==> config.mk <==
export PLATFORM = sky130hd
export DESIGN_NAME = lbus_dma_master
export DESIGN_NICKNAME = d
export VERILOG_FILES = /design/src/rtl/lbus_dma_master_pkg.sv /design/src/rtl/lbus_dma_master.sv
export SDC_FILE = /design/constraint.sdc
export NUM_CORES = 1
export LEC_CHECK = 0
export CAP_MARGIN = 25
export CORE_ASPECT_RATIO = 0.7
export CORE_MARGIN = 10
export CORE_UTILIZATION = 40
export CTS_CLUSTER_DIAMETER = 200
export DETAILED_ROUTE_END_ITERATION = 16
export GPL_TIMING_DRIVEN = 1
export PLACE_DENSITY_LB_ADDON = 0.25
export SLEW_MARGIN = 20
export SYNTH_ARGS = -nofsm -noshare
export SYNTH_HDL_FRONTEND = slang
export SYNTH_SLANG_ARGS = --single-unit
==> constraint.sdc <==
create_clock -name clk -period 3.8 [get_ports clk]
set_input_delay 1.14 -clock clk [delete_from_list [all_inputs] [get_ports clk]]
set_output_delay 1.14 -clock clk [all_outputs]
set_load 0.02 [all_outputs]
==> src/rtl/lbus_dma_master_pkg.sv <==
// Shared definitions for the local-bus DMA master.
// - DefaultXlen : bus data/address width used by the core
// - WordInc     : byte stride between consecutive 32-bit words
// - dma_state_e : controller state encoding (3-bit)
package lbus_dma_master_pkg;

  localparam int unsigned DefaultXlen = 32;
  localparam int unsigned WordInc     = 4;

  typedef enum logic [2:0] {
    StIdle = 3'd0,
    StReq  = 3'd1,
    StRd   = 3'd2,
    StCap  = 3'd3,
    StWr   = 3'd4,
    StFin  = 3'd5
  } dma_state_e;

endpackage

==> src/rtl/lbus_dma_master.sv <==
// Local-bus DMA master: copies len_words 32-bit words from src_addr to dst_addr
// through the same addr/qin/we/qout interface the local-bus decoder uses.
// Ports:
//   clk, rst_n          clock, asynchronous active-low reset
//   start               one-cycle start pulse (honoured only when idle)
//   src_addr, dst_addr  byte addresses, low two bits ignored
//   len_words           number of words to copy (0 = finish without bus access)
//   abort               stop after the current word's write
//   busy, done, aborted status towards the register block
//   bus_req, bus_gnt    arbiter handshake
//   addr, qin, we, qout local-bus master signals
// All outputs are registered. Bus outputs are loaded on the edge that enters a
// state, so they line up with the state they belong to; done/aborted are
// loaded on the edge that leaves FIN.
module lbus_dma_master
  import lbus_dma_master_pkg::*;
#(
  parameter int unsigned XLEN   = DefaultXlen,
  parameter int unsigned LEN_W  = 16,
  parameter int unsigned RD_LAT = 1
) (
  input  logic             clk,
  input  logic             rst_n,
  input  logic             start,
  input  logic [XLEN-1:0]  src_addr,
  input  logic [XLEN-1:0]  dst_addr,
  input  logic [LEN_W-1:0] len_words,
  input  logic             abort,
  output logic             busy,
  output logic             done,
  output logic             aborted,
  output logic             bus_req,
  input  logic             bus_gnt,
  output logic [XLEN-1:0]  addr,
  output logic [XLEN-1:0]  qin,
  output logic [3:0]       we,
  input  logic [XLEN-1:0]  qout
);

  localparam int unsigned    LatW    = (RD_LAT > 1) ? $clog2(RD_LAT) : 1;
  localparam logic [LatW-1:0] LatInit = LatW'(RD_LAT - 1);
  localparam logic [XLEN-1:0] Inc     = XLEN'(WordInc);
  localparam logic [XLEN-1:0] AlignMask = ~XLEN'(3);

  dma_state_e       state_q;
  logic [XLEN-1:0]  src_q, dst_q, data_q, addr_q;
  logic [LEN_W-1:0] cnt_q;
  logic [LatW-1:0]  lat_q;
  logic             abort_q;
  logic             busy_q, done_q, aborted_q, bus_req_q;
  logic [3:0]       we_q;

  logic [XLEN-1:0]  src_nxt, dst_nxt;
  logic             last_word;

  // Addresses wrap silently modulo 2^XLEN.
  assign src_nxt   = src_q + Inc;
  assign dst_nxt   = dst_q + Inc;
  // Evaluated in WR: the word being written is the last one, or an abort has
  // been seen at any point during this word (including this very cycle).
  assign last_word = (cnt_q == LEN_W'(1)) || abort_q || abort;

  always_ff @(posedge clk or negedge rst_n) begin
    if (!rst_n) begin
      state_q   <= StIdle;
      src_q     <= '0;
      dst_q     <= '0;
      data_q    <= '0;
      addr_q    <= '0;
      cnt_q     <= '0;
      lat_q     <= '0;
      abort_q   <= 1'b0;
      busy_q    <= 1'b0;
      done_q    <= 1'b0;
      aborted_q <= 1'b0;
      bus_req_q <= 1'b0;
      we_q      <= '0;
    end else begin
      done_q <= 1'b0;
      case (state_q)
        StIdle: begin
          // abort is ignored here, so start always wins over a coincident abort.
          if (start) begin
            src_q     <= src_addr & AlignMask;
            dst_q     <= dst_addr & AlignMask;
            cnt_q     <= len_words;
            aborted_q <= 1'b0;
            abort_q   <= 1'b0;
            busy_q    <= 1'b1;
            if (len_words == '0) begin
              state_q <= StFin;
            end else begin
              state_q   <= StReq;
              bus_req_q <= 1'b1;
            end
          end
        end
        StReq: begin
          if (abort) begin
            abort_q   <= 1'b1;
            bus_req_q <= 1'b0;
            state_q   <= StFin;
          end else if (bus_gnt) begin
            state_q <= StRd;
            addr_q  <= src_q;
            lat_q   <= LatInit;
          end
        end
        StRd: begin
          if (abort) abort_q <= 1'b1;
          if (lat_q == '0) begin
            state_q <= StCap;
          end else begin
            lat_q <= lat_q - LatW'(1);
          end
        end
        StCap: begin
          // qout is valid this cycle; the data register also drives qin in WR.
          if (abort) abort_q <= 1'b1;
          data_q  <= qout;
          addr_q  <= dst_q;
          we_q    <= 4'hF;
          state_q <= StWr;
        end
        StWr: begin
          if (abort) abort_q <= 1'b1;
          src_q  <= src_nxt;
          dst_q  <= dst_nxt;
          cnt_q  <= cnt_q - LEN_W'(1);
          data_q <= '0;
          we_q   <= '0;
          if (last_word) begin
            bus_req_q <= 1'b0;
            addr_q    <= '0;
            state_q   <= StFin;
          end else if (bus_gnt) begin
            addr_q  <= src_nxt;
            lat_q   <= LatInit;
            state_q <= StRd;
          end else begin
            addr_q  <= '0;
            state_q <= StReq;
          end
        end
        StFin: begin
          done_q    <= 1'b1;
          aborted_q <= abort_q;
          busy_q    <= 1'b0;
          bus_req_q <= 1'b0;
          state_q   <= StIdle;
        end
        default: state_q <= StIdle;
      endcase
    end
  end

  assign busy    = busy_q;
  assign done    = done_q;
  assign aborted = aborted_q;
  assign bus_req = bus_req_q;
  assign addr    = addr_q;
  assign qin     = data_q;
  assign we      = we_q;

endmodule

# [After elaboration in Yosys (flattened, before gate mapping)]
# Cells that the tools add are included.
[word_totals] ff_bits=157 input_bits=117 output_inout_bits=72 wordCells=90
[op_classes] n_addsub=4 eq_ne=16 n_mux=38 n_reduce_logical=19
[ops] cell="$mux W32" n=6
[ops] cell="$pmux W32 S2" n=3
[ops] cell="$pmux W32 S3" n=1
[ops] cell="$add A32 B3 Y32 const B" n=2
[ops] cell="$pmux W16 S2" n=1
[ops] cell="$mux W3" n=6
[ops] cell="$eq A16 B1 Y1 const B" n=1
[ops] cell="$logic_not A16 Y1" n=1
[ops] cell="$mux W16" n=1
[ops] cell="$ne A2 B2 Y1 const B" n=8
[ops] cell="$sub A16 B1 Y16 const B" n=1
[ops] cell="$pmux W3 S5" n=1
[ops] cell="$mux W1" n=12
[ops] cell="$reduce_and A3 Y1" n=4
[ops] cell="$pmux W4 S2" n=1
[ops] cell="$reduce_bool A2 Y1" n=4
[ops] cell="$eq A3 B2 Y1 const B" n=2
[ops] cell="$eq A3 B3 Y1 const B" n=2
[ops] cell="$pmux W1 S2" n=3
[ops] cell="$reduce_bool A3 Y1" n=2
[ops] cell="$reduce_and A5 Y1" n=1
[ops] cell="$pmux W1 S4" n=1
[ops] cell="$reduce_and A2 Y1" n=2
[ops] cell="$reduce_bool A4 Y1" n=1
[ops] cell="other kinds (9)" n=10

# [Depth between registers and ports, before layout]
# Gate-level depths: netlist of run 1.
[logic_depth] ltp_word=5 mapped_depth=9 mapped_depth_nobuf=7

# [Worst setup path before layout of run 1]
# No wires, ideal clock.
[synth_path] path_kind="in2reg" from="in bus_gnt" to="reg addr_q[28] (netlist: addr[28])" setup_time_ps=126 t_arrival_ps=2361 t_required_ps=3674 path_slack_ps=1313 stages=7 n_path_buf=2 path_cell_list="nor2b_1 -> o21ai_0 -> and2_1 -> clkbuf_1 -> clkbuf_1 -> nor2_1 -> a221o_1"
[synth_between] elab_chain_cells=3
[synth_rtl] item="from (decl)" line_no="lbus_dma_master.sv:33" source="input logic bus_gnt,"
[synth_rtl] item="$mux W32" line_no="lbus_dma_master.sv:136" source="end else if (bus_gnt) begin"
[synth_rtl] item="$mux W32" line_no="lbus_dma_master.sv:132" source="if (last_word) begin"
[synth_rtl] item="$pmux W32 S3" line_no="lbus_dma_master.sv:80" source="case (state_q)"
[synth_rtl] item="to (signal assigned)" line_no="lbus_dma_master.sv:105" source="addr_q <= src_q;"
[synth_rtl] item="to (signal assigned)" line_no="lbus_dma_master.sv:121" source="addr_q <= dst_q;"
[synth_rtl] item="to (signal assigned)" line_no="lbus_dma_master.sv:137" source="addr_q <= src_nxt;"
[synth_rtl] item="to (decl)" line_no="lbus_dma_master.sv:46" source="logic [XLEN-1:0] src_q, dst_q, data_q, addr_q;"
# Parallel ways exist; a longest one is shown, timed or not.
# A chain may end at the register's enable or synchronous reset.

# [Worst setup path in the final report of run 1]
[layout_path] from="reg src_q[4]" to="reg addr_q[25] (netlist: addr[25])"
[layout_between] elab_chain_cells=4
[layout_rtl] item="from (decl)" line_no="lbus_dma_master.sv:46"
[layout_rtl] item="from (signal assigned)" line_no="lbus_dma_master.sv:84" source="src_q <= src_addr & AlignMask;"
[layout_rtl] item="from (signal assigned)" line_no="lbus_dma_master.sv:127" source="src_q <= src_nxt;"
[layout_rtl] item="$add A32 B3 Y32" line_no="lbus_dma_master.sv:57" source="assign src_nxt = src_q + Inc;"
[layout_rtl] item="$mux W32" line_no="lbus_dma_master.sv:136"
[layout_rtl] item="$mux W32" line_no="lbus_dma_master.sv:132"
[layout_rtl] item="$pmux W32 S3" line_no="lbus_dma_master.sv:80"
# No other way between the ends.

==> results of run 1 <==
==> worst paths after layout <==
check | endpoint | slack [ns] | startpoint | depth (start not counted)
worst max-delay path | addr[25] | 1.03 | src_q[4] | 5
worst min-delay path | qin[22] | 0.50 | qin[22] | 1
worst max register to register | addr[25] | 1.03 | src_q[4] | 5
worst min register to register | qin[22] | 0.50 | qin[22] | 1
max in group asynchronous | addr[13] | 2.40 | rst_n | 2
min in group asynchronous | done | 0.66 | rst_n | 1
==> state kept, by name, summed over array words and instances, names as in the netlist <==
name     flops
state_q      3
done         1
we           1
qin         32
abort_q      1
src_q       30
bus_req      1
busy         1
dst_q       30
addr        31
cnt_q       16
aborted      1
==> logic make-up (layout without fill, tap and decap cells) <==
kind of cell             Yosys count  after routing  share of synthesized area (%)
AO/OA/AOI/OAI                    339            339                           27.8
AND/OR/NAND/NOR                  292            292                           17.9
flip-flops                       148            148                           45.2
buffers and inverters             99            255                           5.07
XOR/XNOR                          28             28                           3.00
adder cells (fa/ha/maj)            4              4                          0.611
multiplexers                       3              3                          0.382
==> final cells by class <==
type / instances / area share [%]
clock inverter: 14 / 1.85
tap: 270 / 3.10
timing repair buffer: 207 / 19.0
multi-input combinational: 666 / 37.6
inverter: 16 / 0.551
sequential: 148 / 34.0
clock buffer: 18 / 3.94
==> power breakdown <==
group | switching (W) | total (W) | internal (W) | leakage (nW)
Combinational | 0.00237 | 0.00429 | 0.00193 | 2.21
Clock | 0.000721 | 0.00183 | 0.00111 | 0.301
Sequential | 0.000889 | 0.00323 | 0.00235 | 1.77
==> routing by layer <==
metal / track usage (%) / wire length (um) / vias to the layer above
met1: 29.6 / 13000 / 3904
met5: 0 / 0 / -
met2: 29.8 / 12600 / 394
met3: 6.17 / 2720 / 14
li1: - / - / 3730
met4: 3.55 / 159 / 0
==> synthesized netlist by cell type (10+ instances only) <==
library cell / instances / area [sq um]
nand3_1: 27 / 135
nor3_1: 24 / 120
a211oi_1: 10 / 75.1
a22o_1: 38 / 333
inv_1: 16 / 60.1
o22ai_1: 25 / 156
xnor2_1: 15 / 131
clkbuf_1: 55 / 206
nand2_1: 72 / 270
a31oi_1: 13 / 81.3
xor2_1: 13 / 114
nand4_1: 21 / 131
a22oi_1: 21 / 158
nor4_1: 16 / 100
a21oi_1: 83 / 415
dfrtp_1: 148 / 3700
nor2_1: 79 / 297
o21ai_0: 65 / 325
buf_2: 14 / 70.1
==> through the flow <==
stage,utilization (%),instance area (sq um),power (W),std cells
after floorplan,-,8190,0.00575,913
after global placement,51.5,10300,0.00742,1306
after detailed placement,51.5,10300,0.00750,1307
after CTS,54.6,10900,0.00935,1339
after global routing,54.6,10900,0.00995,1339
final,54.6,10900,0.00936,1339
==> qor.yml, run 1 <==
sta:
  timing.fmax_mhz: 361
  rsz0062_at_grt: "no"
  worst_pin_slew_ns: 0.809
  finalClockSkew_ns: 0.0114
  slew_headroom_pct: 45.7
  finalMaxSlewViolations: 0
  finalWorstSetupSlack_ns: 1.03
  hold_viol: 0
  finalSetupViolCount: 0
  min_period_ns: 2.77
  holdWs_ns: 0.497
  period_share_pct: 72.9
  setup_tns_ns: 0
finish:
  antenna_cells: 0
  layout_common_cells: "183 x clkdlybuf4s50_1, 148 x dfrtp_1, 83 x a21oi_1"
  final-seq-area_sq_um: 3700
  final_nets: 1177
  synthToLayoutAreaGrowth_pct: 33.2
  drive_gt1_share_pct: 7.30
  fill_cells: 1780
  multi_input_area_sq_um: 4100
  final_common_cell: "clkdlybuf4s50_1"
power_and_ir_drop:
  leakage_nw: 4.28
  vdd_drop_max_mv: 0.415
  p_per_area_nw_per_um2: 858
clock_tree:
  path_clk_slew_ns: 0.06
  cts_resized: 0
  clockRootBuffer: "clkbuf_16"
  cts_max_level: 4
  hold_buffers: 0
  cts_setup_buffers: 0
  cts_buffers: 17
  clock-sinks: 148
  tritoncts: "yes"
  cts_buffer_depth: 2
  clk_latency_ns: 0.43
routing:
  antenna_left: 0
  vias: 8042
  firstDrtPassIters: 6
  avgRoutedWirePerCell_um: 21.2
  routed_wl_mm: 28.4
  drc_errors: 0
  viasPerCell: 6.01
  drtIter0Drc: 934
logic_synthesis:
  synth_seq_cells: 148
  synth_nets: 1034
  ys_seq_area_share_pct: 45.2
  synth.distinct_cells: 66
  async_flop_share_pct: 100
  syn_inst: 913
  avgSynthCellArea_sq_um: 8.97
  ys.flop_type: "dfrtp_1"
  synth_warnings: 0
  synth_area_sq_um: 8190
  synth_edf_count: 0
setup_path:
  crit_required_ns: 4.10
  crit_fanout: 12
  worstPathCellList: "nand3_1, nor3_1, nand4_1, xnor2_1, a221o_1"
  cp_data_arrival_time_ns: 3.08
  endpoint_kind: "flop"
  crit_buf_inv: 0
  path_class: "reg -> reg"
  cpPeakStageDelay_ns: 0.82
  crit_slowest_cell: "nor3_1"
  critPathLaunchType: "flop"
  path_delay_family: "simple AND/OR/NAND/NOR gates"
min_path:
  hp-class: "reg -> reg"
floorplan:
  start_util_pct: 41.0
  rows: 43
  ios: 189
  core_sq_um: 20000
  dieArea_sq_um: 26700
  die_w_um: 191
  die_height_um: 140
global_routing:
  grtUsageTotal_pct: 20.6
  grt_overflow: 0
  grt_pass1_vias: 7626
  grt_pass1_wl_mm: 44.1
  antenna_found_initial: 0
  grt_max_degree: 66
placement:
  dp_worst_setup_slack_ns: 0.662
  place_congestion: 0.883
  port_buffers: 184
  dp_hpwl_mm: 19.8
run_status:
  run_status: "completed"
flow_run:
  maxCapViolCount: 0
No activity file was read; power rests on OpenSTA's default activity.
==> run 2, diff against run 1 <==
==> constraint.sdc (replaced) <==
create_clock -name clk -period 2.25 [get_ports clk]
set_input_delay 0.675 -clock clk [delete_from_list [all_inputs] [get_ports clk]]
set_output_delay 0.675 -clock clk [all_outputs]
set_load 0.02 [all_outputs]
==> qor.yml, run 2 (synthesis gave the netlist of run 1 again) <==
run_status:
  run_status: "completed"  # unchanged
global_routing:
  grt_pass1_wl_mm: 46.4  # was 44.1 mm
  grt_max_degree: 60  # was 66
  grt_overflow: 0  # unchanged
  grtUsageTotal_pct: 21.7  # was 20.6%
  grt_pass1_vias: 8119  # was 7626
  antenna_found_initial: 1  # was 0
placement:
  postPlaceCellArea_sq_um: 11100  # was 10300 sq um
  dp_hpwl_mm: 21.4  # was 19.8 mm
  place_congestion: 0.926  # was 0.883
  port_buffers: 184  # unchanged
clock_tree:
  cts_buffers: 17  # unchanged
  clock-sinks: 148  # unchanged
  clockRootBuffer: "clkbuf_16"  # unchanged
  hold_buffers: 0  # unchanged
  path_clk_slew_ns: 0.06  # about the same
  clk_latency_ns: 0.43  # about the same
  cts_max_level: 4  # unchanged
  cts_buffer_depth: 2  # unchanged
  tritoncts: "yes"  # unchanged
floorplan:
  die_w_um: 191  # unchanged
  die_height_um: 140  # unchanged
  start_util_pct: 41.0  # unchanged
  dieArea_sq_um: 26700  # unchanged
  ios: 189  # unchanged
  rows: 43  # unchanged
  core_sq_um: 20000  # unchanged
sta:
  timing.fmax_mhz: 459  # was 361 MHz
  slew_headroom_pct: 65.1  # was 45.7%
  min_period_ns: 2.18  # was 2.77 ns
  finalSetupViolCount: 0  # unchanged
  finalClockSkew_ns: 0.0124  # was 0.0114 ns
  holdWs_ns: 0.173  # was 0.497 ns
  worst_pin_slew_ns: 0.524  # was 0.809 ns
  hold_viol: 0  # unchanged
  period_share_pct: 96.7  # was 72.9%
  setup_tns_ns: 0  # unchanged
  finalMaxSlewViolations: 0  # unchanged
  rsz0062_at_grt: "yes"  # was no
finish:
  largest_reg_flops: 32  # unchanged
  layout_common_cells: "183 x clkdlybuf4s50_1, 147 x dfrtp_1, 107 x buf_4"  # was 183 x clkdlybuf4s50_1, 148 x dfrtp_1, 83 x a21oi_1
  multi_input_area_sq_um: 4190  # was 4100 sq um
  design_area_sq_um: 11700  # was 10900 sq um
  final-seq-area_sq_um: 3700  # about the same
  final_nets: 1274  # was 1177
  final_common_cell: "clkdlybuf4s50_1"  # unchanged
  antenna_cells: 0  # unchanged
  final_util_pct: 58.6  # was 54.6%
  synthToLayoutAreaGrowth_pct: 43.0  # was 33.2%
  fill_cells: 1719  # was 1780
  drive_gt1_share_pct: 16.4  # was 7.30%
power_and_ir_drop:
  leakage_nw: 4.75  # was 4.28 nW
  p_per_area_nw_per_um2: 1400  # was 858 nW/um^2
  vdd_drop_max_mv: 0.591  # was 0.415 mV
setup_path:
  cp_data_arrival_time_ns: 2.47  # was 3.08 ns
  crit_required_ns: 2.54  # was 4.10 ns
  endpoint_kind: "flop"  # unchanged
  r2r-end: "addr[10]"  # was addr[25]
  critPathLaunchType: "flop"  # unchanged
  reg2reg_depth: 8  # was 5
  path_class: "reg -> reg"  # unchanged
  rrSetupSlack_ns: 0.07  # was 1.03 ns
  reg2reg_from: "cnt_q[1]"  # was src_q[4]
  crit_fanout: 7  # was 12
routing:
  drc_errors: 0  # unchanged
  viasPerCell: 6.00  # was 6.01
  antenna_left: 0  # unchanged
  drtIter0Drc: 1088  # was 934
  vias: 8613  # was 8042
  avgRoutedWirePerCell_um: 21.0  # was 21.2 um
  routed_wl_mm: 30.2  # was 28.4 mm
  firstDrtPassIters: 5  # was 6
min_path:
  hp-class: "in -> async"  # was reg -> reg
flow_run:
  maxCapViolCount: 0  # unchanged
-- run 2: changes by cell type in the layout (fill, tap and decap cells not counted), sizes merged --
cell | before | now
bufinv | 4 | 0
and2 | 6 | 7
clkbuf | 18 | 19
buf | 24 | 120
clkinvlp | 2 | 4
-- run 2: cell type report --
cell class	instances	area share [%]
Multi-Input combinational cell	667	35.8
Tap cell	270	2.89
Sequential cell	148	31.7
Clock inverter	12	0.695
Timing Repair Buffer	303	24.6
Inverter	16	0.513
Clock buffer	19	3.87
-- run 2: metal layers --
metal	routed length [um]	global-route usage [%]
met3	3100	6.64
met2	13200	31.4
met4	365	4.26
met5	0	0
met1	13500	30.9
-- run 2: worst max-delay path: stages, from the launching register on --
cell and delay, ns:
dfrtp_1 0.40, inv_2 0.08, ha_4 0.11, nor4b_4 0.22
nand4_1 0.28, buf_6 0.23, and2_4 0.20, a222oi_1 0.40
a21oi_1 0.11
-- run 2: worst max path at each step --
stage | startpoint | end | slack, ns | cells past startpoint
floorplan | cnt_q[1] | bus_req | 0.17 | 7
global placement | len_words[12] | bus_req | -0.23 | 7
detailed placement | len_words[12] | bus_req | -0.26 | 7
CTS | cnt_q[1] | addr[10] | 0.01 | 9
global route | cnt_q[1] | addr[10] | -0.02 | 8
finish | cnt_q[1] | addr[10] | 0.07 | 8
-- run 2: stage by stage --
step | power (W) | worst slack, ns | cells
after floorplan | 0.00971 | 0.169 | 913
after global placement | 0.0133 | -0.227 | 1402
after global routing | 0.0174 | -0.0193 | 1435
after detailed placement | 0.0135 | -0.263 | 1402
final | 0.0164 | 0.0734 | 1435
after CTS | 0.0162 | 0.0113 | 1434
-- run 2: repair_timing --
item / CTS / global route
gates cloned: 0 / 1
gates resized for setup: 3 / 18
endpoints found under the setup margin: 19 / 27
buffers inserted: 1 / 1
pin swaps: 2 / 7
-- run 2: where the power goes --
group          internal [W]  total [W]  switching, W
registers           0.00397    0.00515       0.00119
clock network       0.00146    0.00264       0.00118
logic               0.00395    0.00856       0.00461
